==> src/rtl/mig7_traffic_gen.sv <==
// mig7_traffic_gen: DDR3 traffic generator/checker on the MIG7 user interface.
// Writes a seed-derived pattern over NBEATS consecutive beats, reads the beats
// back in order and counts the ones that differ from the expected pattern.
module mig7_traffic_gen #(
  parameter int unsigned     DWIDTH    = 128,
  parameter int unsigned     AWIDTH    = 28,
  parameter longint unsigned BASE_ADDR = 0,
  parameter longint unsigned ADDR_STEP = 8,
  parameter longint unsigned NBEATS    = 1024,
  parameter int unsigned     MAX_OUTST = 32,
  parameter logic [31:0]     SEED      = 32'hA5C3_1E0F
) (
  input  logic                clk,
  input  logic                rst,
  input  logic                start,
  input  logic [1:0]          mode,
  output logic                busy,
  output logic                done,
  output logic                error,
  output logic [15:0]         err_count,
  output logic [AWIDTH-1:0]   app_addr,
  output logic [2:0]          app_cmd,
  output logic                app_en,
  output logic [DWIDTH-1:0]   app_wdf_data,
  output logic                app_wdf_end,
  output logic [DWIDTH/8-1:0] app_wdf_mask,
  output logic                app_wdf_wren,
  input  logic [DWIDTH-1:0]   app_rd_data,
  input  logic                app_rd_data_end,
  input  logic                app_rd_data_valid,
  input  logic                app_rdy,
  input  logic                app_wdf_rdy,
  output logic                app_sr_req,
  output logic                app_ref_req,
  output logic                app_zq_req,
  input  logic                app_sr_active,
  input  logic                app_ref_ack,
  input  logic                app_zq_ack,
  input  logic                init_calib_complete
);

  localparam int unsigned       LANES = DWIDTH / 32;
  localparam int unsigned       CW    = 33;  // beat counters must reach 2^32
  localparam logic [CW-1:0]     NB    = CW'(NBEATS);
  localparam int unsigned       OW    = $clog2(MAX_OUTST + 1);
  localparam logic [OW-1:0]     MAXO  = OW'(MAX_OUTST);
  localparam logic [AWIDTH-1:0] BASE  = AWIDTH'(BASE_ADDR);
  localparam logic [AWIDTH-1:0] STEP  = AWIDTH'(ADDR_STEP);

  typedef enum logic [2:0] {S_IDLE, S_WAIT_CAL, S_WR, S_RD, S_DONE} state_e;

  // Beat-k pattern: 32-bit lane j carries SEED ^ k ^ j.
  function automatic logic [DWIDTH-1:0] pattern(input logic [31:0] k);
    logic [DWIDTH-1:0] p;
    p = '0;
    for (int j = 0; j < int'(LANES); j++) p[j*32 +: 32] = SEED ^ k ^ 32'(j);
    return p;
  endfunction

  state_e            state_q, state_d;
  logic [1:0]        mode_q, mode_d;
  logic              done_q, done_d;
  logic              error_q, error_d;
  logic [15:0]       err_cnt_q, err_cnt_d;
  logic              cmd_en_q, cmd_en_d;
  logic [AWIDTH-1:0] cmd_addr_q, cmd_addr_d;
  logic [CW-1:0]     cmd_cnt_q, cmd_cnt_d;
  logic              wren_q, wren_d;
  logic [DWIDTH-1:0] wdata_q, wdata_d;
  logic [CW-1:0]     dat_cnt_q, dat_cnt_d;
  logic [OW-1:0]     out_q, out_d;
  logic [CW-1:0]     rcv_cnt_q, rcv_cnt_d;

  logic cmd_hs, dat_hs, rd_issue, rd_ret, enter_wr, enter_rd;

  // Status inputs the generator has no use for.
  logic unused_inputs;
  assign unused_inputs = ^{app_rd_data_end, app_sr_active, app_ref_ack, app_zq_ack};

  // State register.
  always_ff @(posedge clk or posedge rst) begin
    // NOTE: sequential state uses non-blocking assignments so every flop samples pre-edge values.
    if (rst) state_q <= S_IDLE;
    else     state_q <= state_d;
  end

  // Next-state decision; WR exits only once both channels have finished.
  always_comb begin
    state_d = state_q;
    case (state_q)
      S_IDLE:     if (start) state_d = S_WAIT_CAL;
      S_WAIT_CAL: if (init_calib_complete) state_d = (mode_q == 2'b10) ? S_RD : S_WR;
      S_WR:       if (cmd_cnt_q == NB && dat_cnt_q == NB)
                    state_d = (mode_q == 2'b01) ? S_DONE : S_RD;
      S_RD:       if (rcv_cnt_q == NB) state_d = S_DONE;
      S_DONE:     state_d = S_IDLE;
      default:    state_d = S_IDLE;
    endcase
  end

  // FSM-decoded outputs.
  always_comb begin
    busy    = state_q inside {S_WAIT_CAL, S_WR, S_RD};
    app_cmd = (state_q == S_RD) ? 3'b001 : 3'b000;
  end

  // Command, write-data and read-check datapath next values.
  always_comb begin
    // NOTE: every always_comb output gets a default first so no path can infer a latch.
    mode_d     = mode_q;
    done_d     = done_q;
    error_d    = error_q;
    err_cnt_d  = err_cnt_q;
    cmd_en_d   = cmd_en_q;
    cmd_addr_d = cmd_addr_q;
    cmd_cnt_d  = cmd_cnt_q;
    wren_d     = wren_q;
    wdata_d    = wdata_q;
    dat_cnt_d  = dat_cnt_q;
    out_d      = out_q;
    rcv_cnt_d  = rcv_cnt_q;

    cmd_hs   = cmd_en_q & app_rdy;
    dat_hs   = wren_q & app_wdf_rdy;
    rd_issue = cmd_hs & (state_q == S_RD);
    rd_ret   = app_rd_data_valid & (state_q == S_RD);
    enter_wr = (state_q != S_WR) && (state_d == S_WR);
    enter_rd = (state_q != S_RD) && (state_d == S_RD);

    // A new pass clears the previous result.
    if (state_q == S_IDLE && start) begin
      mode_d    = mode;
      done_d    = 1'b0;
      error_d   = 1'b0;
      err_cnt_d = '0;
    end
    if (state_d == S_DONE) done_d = 1'b1;

    // Command channel: one pointer reused for the write then the read phase.
    if (enter_wr || enter_rd) begin
      cmd_cnt_d  = '0;
      cmd_addr_d = BASE;
      cmd_en_d   = 1'b0;
    end else if (cmd_hs) begin
      cmd_cnt_d  = cmd_cnt_q + 1'b1;
      cmd_addr_d = cmd_addr_q + STEP;
      cmd_en_d   = 1'b0;
    end

    // Returns and issues in the same cycle cancel out.
    out_d = enter_rd ? '0 : out_q + OW'(rd_issue) - OW'(rd_ret);

    // A held command stays up regardless of calibration; a new one needs it.
    if (!cmd_en_d && init_calib_complete && cmd_cnt_d < NB &&
        (state_d == S_WR || (state_d == S_RD && out_d < MAXO)))
      cmd_en_d = 1'b1;

    // Write-data channel advances independently of the command channel.
    if (enter_wr) begin
      dat_cnt_d = '0;
      wdata_d   = pattern(32'd0);
      wren_d    = 1'b0;
    end else if (dat_hs) begin
      dat_cnt_d = dat_cnt_q + 1'b1;
      wdata_d   = pattern(dat_cnt_d[31:0]);
      wren_d    = 1'b0;
    end
    if (!wren_d && init_calib_complete && state_d == S_WR && dat_cnt_d < NB)
      wren_d = 1'b1;

    // Read data returns in order; beat r is compared against P(r).
    if (enter_rd) rcv_cnt_d = '0;
    if (rd_ret) begin
      rcv_cnt_d = rcv_cnt_q + 1'b1;
      if (app_rd_data != pattern(rcv_cnt_q[31:0])) begin
        error_d = 1'b1;
        if (err_cnt_q != 16'hFFFF) err_cnt_d = err_cnt_q + 16'd1;
      end
    end
  end

  // Datapath registers; reset aborts any pass and drops every request.
  always_ff @(posedge clk or posedge rst) begin
    if (rst) begin
      mode_q     <= '0;
      done_q     <= 1'b0;
      error_q    <= 1'b0;
      err_cnt_q  <= '0;
      cmd_en_q   <= 1'b0;
      cmd_addr_q <= '0;
      cmd_cnt_q  <= '0;
      wren_q     <= 1'b0;
      wdata_q    <= '0;
      dat_cnt_q  <= '0;
      out_q      <= '0;
      rcv_cnt_q  <= '0;
    end else begin
      mode_q     <= mode_d;
      done_q     <= done_d;
      error_q    <= error_d;
      err_cnt_q  <= err_cnt_d;
      cmd_en_q   <= cmd_en_d;
      cmd_addr_q <= cmd_addr_d;
      cmd_cnt_q  <= cmd_cnt_d;
      wren_q     <= wren_d;
      wdata_q    <= wdata_d;
      dat_cnt_q  <= dat_cnt_d;
      out_q      <= out_d;
      rcv_cnt_q  <= rcv_cnt_d;
    end
  end

  assign done         = done_q;
  assign error        = error_q;
  assign err_count    = err_cnt_q;
  assign app_en       = cmd_en_q;
  assign app_addr     = cmd_addr_q;
  assign app_wdf_wren = wren_q;
  assign app_wdf_end  = wren_q;
  assign app_wdf_data = wdata_q;
  assign app_wdf_mask = '0;
  assign app_sr_req   = 1'b0;
  assign app_ref_req  = 1'b0;
  assign app_zq_req   = 1'b0;

endmodule

==> config.mk <==
export PLATFORM = sky130hd
export DESIGN_NAME = mig7_traffic_gen
export DESIGN_NICKNAME = d
export VERILOG_FILES = /design/src/rtl/mig7_traffic_gen.sv
export SDC_FILE = /design/constraint.sdc
export NUM_CORES = 1
export LEC_CHECK = 0
export BUFFER_PORTS_ARGS = -buffer_cell sky130_fd_sc_hd__buf_2
export CORE_ASPECT_RATIO = 0.8
export CORE_UTILIZATION = 35
export CTS_CLUSTER_DIAMETER = 200
export DETAILED_ROUTE_END_ITERATION = 16
export GPL_ROUTABILITY_DRIVEN = 0
export HOLD_SLACK_MARGIN = 0.05
export MAX_ROUTING_LAYER = met4
export PLACE_DENSITY_LB_ADDON = 0.1
export SETUP_SLACK_MARGIN = 0.15
export SYNTH_ARGS = -nofsm -noshare
export SYNTH_HDL_FRONTEND = slang
export SYNTH_SLANG_ARGS = --single-unit
==> constraint.sdc <==
create_clock -name clk -period 6.4 [get_ports clk]
set_clock_uncertainty 0.2 [all_clocks]
set_input_delay 1.28 -clock clk [delete_from_list [all_inputs] [get_ports clk]]
set_output_delay 1.28 -clock clk [all_outputs]
set_load 0.05 [all_outputs]
==> results of run 1 <==
[metal layers]
metal	part of all wire	global-route usage	up-vias
li1	-	-	5217
met1	0.51	0.289	5098
met2	0.44	0.291	254
met3	0.040	0.0270	26
met4	0.011	0.0447	0
met5	0	-	-
[worst register-to-register path: stages (launching register included)]
cell      delay [ns]
dfrtp_1         0.47
nand2b_1        0.24
nor2_1          0.26
nand2_1         0.42
inv_1           0.52
ha_1            0.22
inv_1           0.06
ha_1            0.27
a21oi_1         0.19
o21ai_0         0.17
o21a_1          0.20
nor2_1          0.11
xnor2_1         0.15
a31oi_1         0.11
inv_1           0.08
o32ai_1         0.07
[power groups by stage]
stage	Combinational, mW	Sequential [mW]	Clock [mW]
global placement	2.77	1.64	0
floorplan	2.17	1.97	0
finish	2.75	1.61	1.10
detailed placement	2.77	1.64	0
CTS	2.78	1.62	1.14
global route	2.94	1.66	1.18
[flip-flops by register name, indices dropped and copies added, names as in the netlist]
signal,count
app_addr,25
app_wdf_end,1
error,1
cmd_cnt_q,33
mode_q,2
err_count,16
rcv_cnt_q,33
dat_cnt_q,33
out_q,6
app_wdf_data,34
done,1
app_en,1
state_q,3
[cell usage in the layout (no fill, tap or decap), drive strengths merged, types with 3 or more instances in the layout]
master / n
a211oi: 19
a21o: 4
a21oi: 27
a31oi: 9
and2: 18
and3: 34
and3b: 3
and4: 16
buf: 322
clkbuf: 17
clkinv: 6
clkinvlp: 5
conb: 24
dfrtp: 189
ha: 14
inv: 31
mux2i: 14
nand2: 139
nand2b: 18
nand3: 76
nand4: 51
nor2: 165
nor2b: 9
nor3: 26
nor3b: 5
nor4: 47
nor4b: 9
o2111ai: 5
o211ai: 22
o21ai: 36
o22ai: 10
o31ai: 16
or2: 3
or3: 15
or4: 10
xnor2: 85
xor2: 99
[cell families after synthesis]
logic type,share of synthesized area
DFF,0.378
adders and majority gates,0.0156
other,0.000300
xor gates and xnor gates,0.129
muxes,0.0112
and+or+nand+nor,0.266
AOI/OAI and AO/OA,0.0874
buffers and inverters,0.112
[cell type report]
cell class / count / area [um^2] / share of cell area
flip-flops and latches: 189 / 4730 / 0.335
well taps: 472 / 591 / 0.0418
diodes: 1 / 2.50 / 0.000177
repair buffers: 322 / 1640 / 0.116
clock inverters: 15 / 165 / 0.0117
inverters: 29 / 113 / 0.00797
multi-input cells: 1051 / 6470 / 0.458
clock buffers: 17 / 425 / 0.0301
[cells in the mapped netlist (2+ instances only)]
cell / n / share of area
a211o_1: 2 / 0.0014
a211oi_1: 19 / 0.011
a21o_1: 4 / 0.0024
a21oi_1: 27 / 0.011
a31oi_1: 9 / 0.0045
and2_1: 18 / 0.0090
and3_1: 34 / 0.017
and3b_1: 3 / 0.0021
and4_1: 16 / 0.011
buf_1: 5 / 0.0015
buf_2: 14 / 0.0056
buf_4: 123 / 0.074
buf_6: 2 / 0.0018
clkbuf_1: 69 / 0.021
dfrtp_1: 189 / 0.38
ha_1: 14 / 0.014
inv_1: 29 / 0.0087
mux2i_1: 14 / 0.011
nand2_1: 139 / 0.042
nand2b_1: 17 / 0.0085
nand3_1: 76 / 0.030
nand4_1: 51 / 0.026
nor2_1: 165 / 0.050
nor2b_1: 9 / 0.0045
nor3_1: 26 / 0.010
nor3b_1: 5 / 0.0030
nor4_1: 43 / 0.022
nor4_2: 3 / 0.0030
nor4b_1: 9 / 0.0063
o2111ai_1: 5 / 0.0035
o211ai_1: 22 / 0.013
o21ai_0: 25 / 0.010
o21ai_1: 11 / 0.0044
o22ai_1: 10 / 0.0050
o31ai_1: 16 / 0.0096
or2_1: 2 / 0.0010
or3_1: 15 / 0.0075
or4_1: 9 / 0.0054
xnor2_1: 85 / 0.060
xor2_1: 99 / 0.069
[worst paths after layout]
kind	end	slack, ns	cells after the start
max in group asynchronous	app_addr[16]	4.04	3
min in group asynchronous	app_wdf_data[98]	0.67	2
worst min register to register	error	0.28	2
worst max-delay path	err_count[12]	2.39	9
worst max register to register	app_en	2.51	15
worst min-delay path	error	0.28	2
[through the flow]
stage | hold slack, ns | util | area [um^2]
finish | 0.279 | 0.404 | 14100
global route | 0.297 | 0.404 | 14100
CTS | 0.282 | 0.404 | 14100
detailed placement | 0.262 | 0.387 | 13500
global placement | 0.260 | 0.387 | 13500
floorplan | 0.246 | - | 12600
==> flow_summary.toml, run 1 <==
[status]
status = "finished clean"

[yosys]
synth-seq-cells = 189
synth-edff-count = 0
synthArstFlopShare = 1.00
ys_seq_area_frac = 0.378
netlist_area_mm2 = 0.0125
yosys_warnings = 0
dominantRegCellSynth = "dfrtp_1"
yosysUniqueCellTypes = 66
synthCells = 1459
syn_area_per_cell_um2 = 8.56

[critical_path]
worstPathRequired_ns = 6.54
worstSetupStartpoint = "app_rd_data[123]"
critPathMaxFanout = 17
slowest_stage = "nand2b_1"
arrival_ns = 4.15
max_stage_delay_ns = 0.53
end_kind = "flop"
crit_chain = "buf_2 > xor2_1 > nor4_1 > nand4_1 > or4_4 > nor4_4 > nand2b_1 > nor2_1 > o31ai_1"
cp_top_family = "simple AND/OR/NAND/NOR gates"
timing.rr.start = "state_q[2]"
critPathLaunchType = "primary input"
crit_type = "in2reg"
path_buf_inv = 1

[placement]
dp_hpwl_um = 25800
dp_cells = 2063
port-buffer-count = 312
dp_slack_ns = 1.91

[grt]
grt-ovfl-total = 0
grt.total_usage = 0.199
first_global_vias = 9750
grt_max_degree = 69
antenna_found_initial = 1
grt_pass1_wl_um = 55100

[detailed_routing]
drt-vias-per-instance = 5.05
wl_um = 34900
wire_per_inst_um = 16.7
drtAntennaViolNets = 0
drcViolationCount = 0
vias = 10595
drt_first_iter_violations = 613
firstDrtPassIters = 5

[power_and_ir_drop]
vdd_drop_max_mv = 0.529
swShare = 0.528
pwr_density_cell_mw_per_mm2 = 387
internal_power_mw = 2.58
pwr-share-seq = 0.295
finalPower_mw = 5.47
switchingPower_mw = 2.89
p_leak_nw = 6.53
p_clk_frac = 0.202
p_comb_frac = 0.503

[clock_network]
clock-root-buffer = "clkbuf_16"
cts_resized = 0
clk_path_buf_depth = 2
clk_latency_ns = 0.45
cts_hold_buf = 0
cts_made_buffers = 17
clkSinkCount = 189
clk_pin_slew_ns = 0.07
cts_setup_buffers = 0
cts_tree = "done"
cts_max_level = 4

[flow_run]
cap_violations = 0

[floorplanning]
core_mm2 = 0.0350
placementRows = 61
die_w_um = 213
die_y_um = 171
die_area_mm2 = 0.0365
ios = 341
start_util = 0.357

[layout]
areaGrowthSynthToFinish_pct = 13.1
fill_cells = 3578
nNetsFinal = 1766
finalNonFillerCells = 2096
drive_gt1_frac = 0.226

[sta]
post-route-period-util = 0.626
fin_setup_tns_ns = 0
slew_headroom = 0.308
hold_viol = 0
slew_violations = 0
rsz0062_at_grt = "no"
period_needed_ns = 4.01
fin_ws_ns = 2.39
clock.fmax_ghz = 0.249
setup_viol = 0
tightest_slew_ns = 1.04

[min_path]
min_from = "error"
hold_path_class = "reg2reg"
(Power assumes the default switching activity.)
==> run 2, diff against run 1 <==
- clock period: 6.4 -> 3.5 ns (I/O delays scaled with it)
==> flow_summary.toml, run 2 (synthesis gave the netlist of run 1 again) <==
[grt]
met3_usage = 0.0345
grt.total_usage = 0.205
met1_usage = 0.292
antenna_found_initial = 4
use_met2 = 0.303
first_global_vias = 9991
grt_max_degree = 84
grt-ovfl-total = 0
globalRoute.busiestLayer = "met2"
grt_pass1_wl_um = 56300

[detailed_routing]
wire_per_inst_um = 16.7
vias = 10778
firstDrtPassIters = 5
drtAntennaViolNets = 0
drt-vias-per-instance = 5.03
drt_first_iter_violations = 520
wl_um = 35800
drcViolationCount = 0

[power_and_ir_drop]
internal_power_mw = 4.71
p_leak_nw = 6.78
pwr_density_cell_mw_per_mm2 = 695
switchingPower_mw = 5.39
p_comb_frac = 0.515
pwr-share-seq = 0.290
vdd_drop_max_mv = 1.08
finalPower_mw = 10.1
swShare = 0.533
p_clk_frac = 0.195

[clock_network]
clk_pin_slew_ns = 0.08
cts_hold_buf = 0
cts_tree = "done"
clk_path_buf_depth = 2
cts_setup_buffers = 0
clkSinkCount = 189
clk_latency_ns = 0.45
cts_max_level = 4
clock-root-buffer = "clkbuf_16"
cts_made_buffers = 17

[placement]
port-buffer-count = 312
dp_hpwl_um = 26800
dp_cells = 2107

[sta]
slew_violations = 0
fin_setup_tns_ns = 0
post-route-period-util = 0.911
setup_viol = 0
tightest_slew_ns = 0.657
slew_headroom = 0.561
rsz0062_at_grt = "no"
clock.fmax_ghz = 0.314
hold_viol = 0
period_needed_ns = 3.19

[critical_path]
worstPathRequired_ns = 3.62
critPathMaxFanout = 7
end_kind = "flop"
arrival_ns = 3.31
crit_type = "reg2reg"
critPathLaunchType = "flop"

[min_path]
hold_path_class = "in2async"

[status]
status = "finished clean"

[layout]
areaGrowthSynthToFinish_pct = 16.3
finalNonFillerCells = 2143
drive_gt1_frac = 0.250
multi_input_comb_area_mm2 = 0.00650
final_common_cell = "buf_2"
largest_reg_flops = 34
nNetsFinal = 1810
layout_common_cells = "312 x buf_2, 188 x dfrtp_1, 164 x nor2_1"
fill_cells = 3548
seqCellArea_mm2 = 0.00473

[floorplanning]
die_area_mm2 = 0.0365
die_w_um = 213
core_mm2 = 0.0350
die_y_um = 171
ios = 341
start_util = 0.357
placementRows = 61

[flow_run]
cap_violations = 0
[run 2: per-layer routing]
layer  part of all wire  vias up
met3              0.042       23
met2               0.45      275
met4             0.0090        0
met5                  0        -
met1               0.50     5152
li1                   -     5328
[run 2: layout make-up]
| class | count | share of cell area |
|---|---|---|
| clock buffer | 17 | 0.0293 |
| inverter | 29 | 0.00775 |
| antenna | 4 | 0.000689 |
| sequential | 189 | 0.326 |
| multi-input combinational | 1051 | 0.447 |
| clock inverter | 15 | 0.00990 |
| tap | 472 | 0.0406 |
| timing repair buffer | 366 | 0.139 |
[run 2: critical path: stages (launching register included)]
cell,delay (ns)
dfrtp_2,0.51
xor2_1,0.20
nor4_2,0.33
buf_4,0.16
nand4_1,0.13
or4_4,0.53
nor4_4,0.37
nand2b_2,0.24
buf_4,0.17
nor4_1,0.07
mux2i_1,0.13
[run 2: per-stage QoR]
| stage | instance area (um^2) | worst slack, ns | hold slack, ns | utilization |
|---|---|---|---|---|
| floorplan | 12600 | 0.166 | 0.246 | - |
| global placement | 13900 | -0.0947 | 0.261 | 0.398 |
| detailed placement | 13900 | -0.0338 | 0.265 | 0.398 |
| CTS | 14500 | 0.198 | 0.206 | 0.415 |
| global route | 14500 | 0.169 | 0.217 | 0.416 |
| finish | 14500 | 0.311 | 0.171 | 0.416 |
[run 2: path summary, 6_finish.rpt]
check | startpoint | endpoint | slack (ns) | cells past startpoint
worst min register to register | done | done | 0.28 | 1
worst max-delay path | rcv_cnt_q[27] | err_count[11] | 0.31 | 10
worst min-delay path | rst | dat_cnt_q[2] | 0.17 | 3
max in group asynchronous | rst | err_count[1] | 2.47 | 3
worst max register to register | rcv_cnt_q[27] | err_count[11] | 0.31 | 10
min in group clk | mode[0] | mode_q[0] | 0.27 | 3
[run 2: power by group through the flow]
stage | Clock [mW] | Sequential [mW] | Combinational, mW
global placement | 0 | 2.97 | 5.21
CTS | 2.04 | 2.95 | 5.24
finish | 1.96 | 2.93 | 5.20
global route | 2.12 | 3.02 | 5.55
floorplan | 0 | 3.60 | 3.97
detailed placement | 0 | 2.99 | 5.23
[run 2: timing repair]
item / in CTS / in global routing
resized for setup: 1 / 4
setup endpoints to repair: 4 / 9
cloned: 0 / 0
==> run 3, diff against run 2 <==
- CORE_MARGIN: unset -> 4
==> flow_summary.toml, run 3 (synthesis gave the netlist of run 1 again) <==
[sta]
fin_ws_ns = 0.406
fin_setup_tns_ns = 0
timing.hold.ws_ns = 0.274
post-route-period-util = 0.884
clock.fmax_ghz = 0.323
hold_viol = 0
slew_violations = 0
tightest_slew_ns = 0.657
setup_viol = 0
rsz0062_at_grt = "yes"
slew_headroom = 0.559
period_needed_ns = 3.09

[detailed_routing]
drtAntennaViolNets = 0
wl_met2_um = 16800
wl_um = 36900
wl_met1_um = 18200
vias = 10708
drcViolationCount = 0
routed-wl-met3_um = 1480
drt-vias-per-instance = 5.00
drt_first_iter_violations = 645
routed.top_layer = "met4"
wire_per_inst_um = 17.2
firstDrtPassIters = 4

[power_and_ir_drop]
pwr_density_cell_mw_per_mm2 = 710
internal_power_mw = 5.05
pwr-share-seq = 0.284
vdd_drop_max_mv = 1.22
switchingPower_mw = 5.32
swShare = 0.513
p_clk_frac = 0.213
p_comb_frac = 0.503
p_leak_nw = 6.82

[placement]
dp_slack_ns = -0.0243
dp_cells = 2108
dp_hpwl_um = 28100
port-buffer-count = 312

[floorplanning]
core_mm2 = 0.0350
ios = 341
start_util = 0.357
die_y_um = 177
placementRows = 61
die_area_mm2 = 0.0388
die_w_um = 219

[grt]
grt-ovfl-total = 0
antenna_found_initial = 1
grt.total_usage = 0.192
grt_max_degree = 77
grt_pass1_wl_um = 57300
first_global_vias = 10064

[layout]
layout_common_cells = "312 x buf_2, 189 x dfrtp_1, 164 x nor2_1"
fill_cells = 3577
largest_reg_flops = 34
final_common_cell = "buf_2"
areaGrowthSynthToFinish_pct = 17.0
finalNonFillerCells = 2142
drive_gt1_frac = 0.247
nNetsFinal = 1812

[critical_path]
crit_type = "reg2reg"
end_kind = "flop"
cp_top_family = "compound AO/OA/AOI/OAI gates"
max_stage_delay_ns = 0.48
critPathMaxFanout = 6
critPathLaunchType = "flop"
arrival_ns = 3.21
worstPathRequired_ns = 3.61
crit_chain = "inv_1 > ha_1 > nor4b_1 > nand4_1 > nor4_2 > buf_4 > a21oi_1 > o21ba_1 > a21boi_4 > a31oi_1 > o32ai_1"
path_buf_inv = 2
slowest_stage = "dfrtp_1"

[status]
status = "finished clean"

[clock_network]
clkSinkCount = 189
clk_path_buf_depth = 2
cts_setup_buffers = 0
clk_pin_slew_ns = 0.08
cts_max_level = 4
cts_made_buffers = 17
cts_tree = "done"
clock-root-buffer = "clkbuf_16"
clk_latency_ns = 0.45

[min_path]
hold_path_class = "in2reg"

[flow_run]
cap_violations = 0
==> run 3: path summary, 6_finish.rpt <==
kind / start / slack [ns] / to / cells past startpoint
hold reg to reg: done / 0.28 / done / 1
setup / recovery: dat_cnt_q[0] / 0.41 / app_en / 11
max in group asynchronous: rst / 1.76 / err_count[15] / 4
hold / removal: mode[0] / 0.27 / mode_q[0] / 3
setup reg to reg: dat_cnt_q[0] / 0.41 / app_en / 11
min in group asynchronous: rst / 0.58 / app_wdf_data[96] / 3
==> run 3: per-layer routing <==
metal,vias to the layer above,GRT usage
li1,5302,-
met1,5132,0.275
met2,251,0.292
met3,23,0.0264
met4,0,0.0397
met5,-,-
==> run 3: power groups by stage <==
stage | combinational [mW] | clock (mW) | sequential [mW]
final | 5.22 | 2.21 | 2.95
after global routing | 5.54 | 2.36 | 3.03
after CTS | 5.28 | 2.28 | 2.97
after detailed placement | 5.27 | 0 | 3.01
after global placement | 5.25 | 0 | 2.99
after floorplan | 3.97 | 0 | 3.60
==> run 3: area by class of cell <==
type	instances	area [um^2]	area share
Tap cell	472	591	0.0404
Timing Repair Buffer	368	2050	0.140
Antenna cell	1	2.50	0.000171
Inverter	29	113	0.00770
Clock buffer	18	439	0.0300
Sequential cell	189	4730	0.324
Multi-Input combinational cell	1051	6480	0.443
Clock inverter	14	216	0.0148
==> run 3: timing repair <==
action / CTS / global route
resized for setup: 0 / 1
setup endpoints to repair: 0 / 2
hold buffers: 1 / 0
hold endpoints to repair: 8 / 0
==> run 3: metrics by stage <==
stage,instance area (um^2),utilization,power [mW]
floorplan,12600,-,7.57
global placement,13900,0.399,8.24
detailed placement,13900,0.399,8.27
CTS,14600,0.418,10.5
global route,14600,0.418,10.9
finish,14600,0.418,10.4
==> run 3: tightest hold or removal path, stage by stage <==
cell and delay, ns:
buf_2 0.10, nand2_1 0.05, nand2_1 0.05
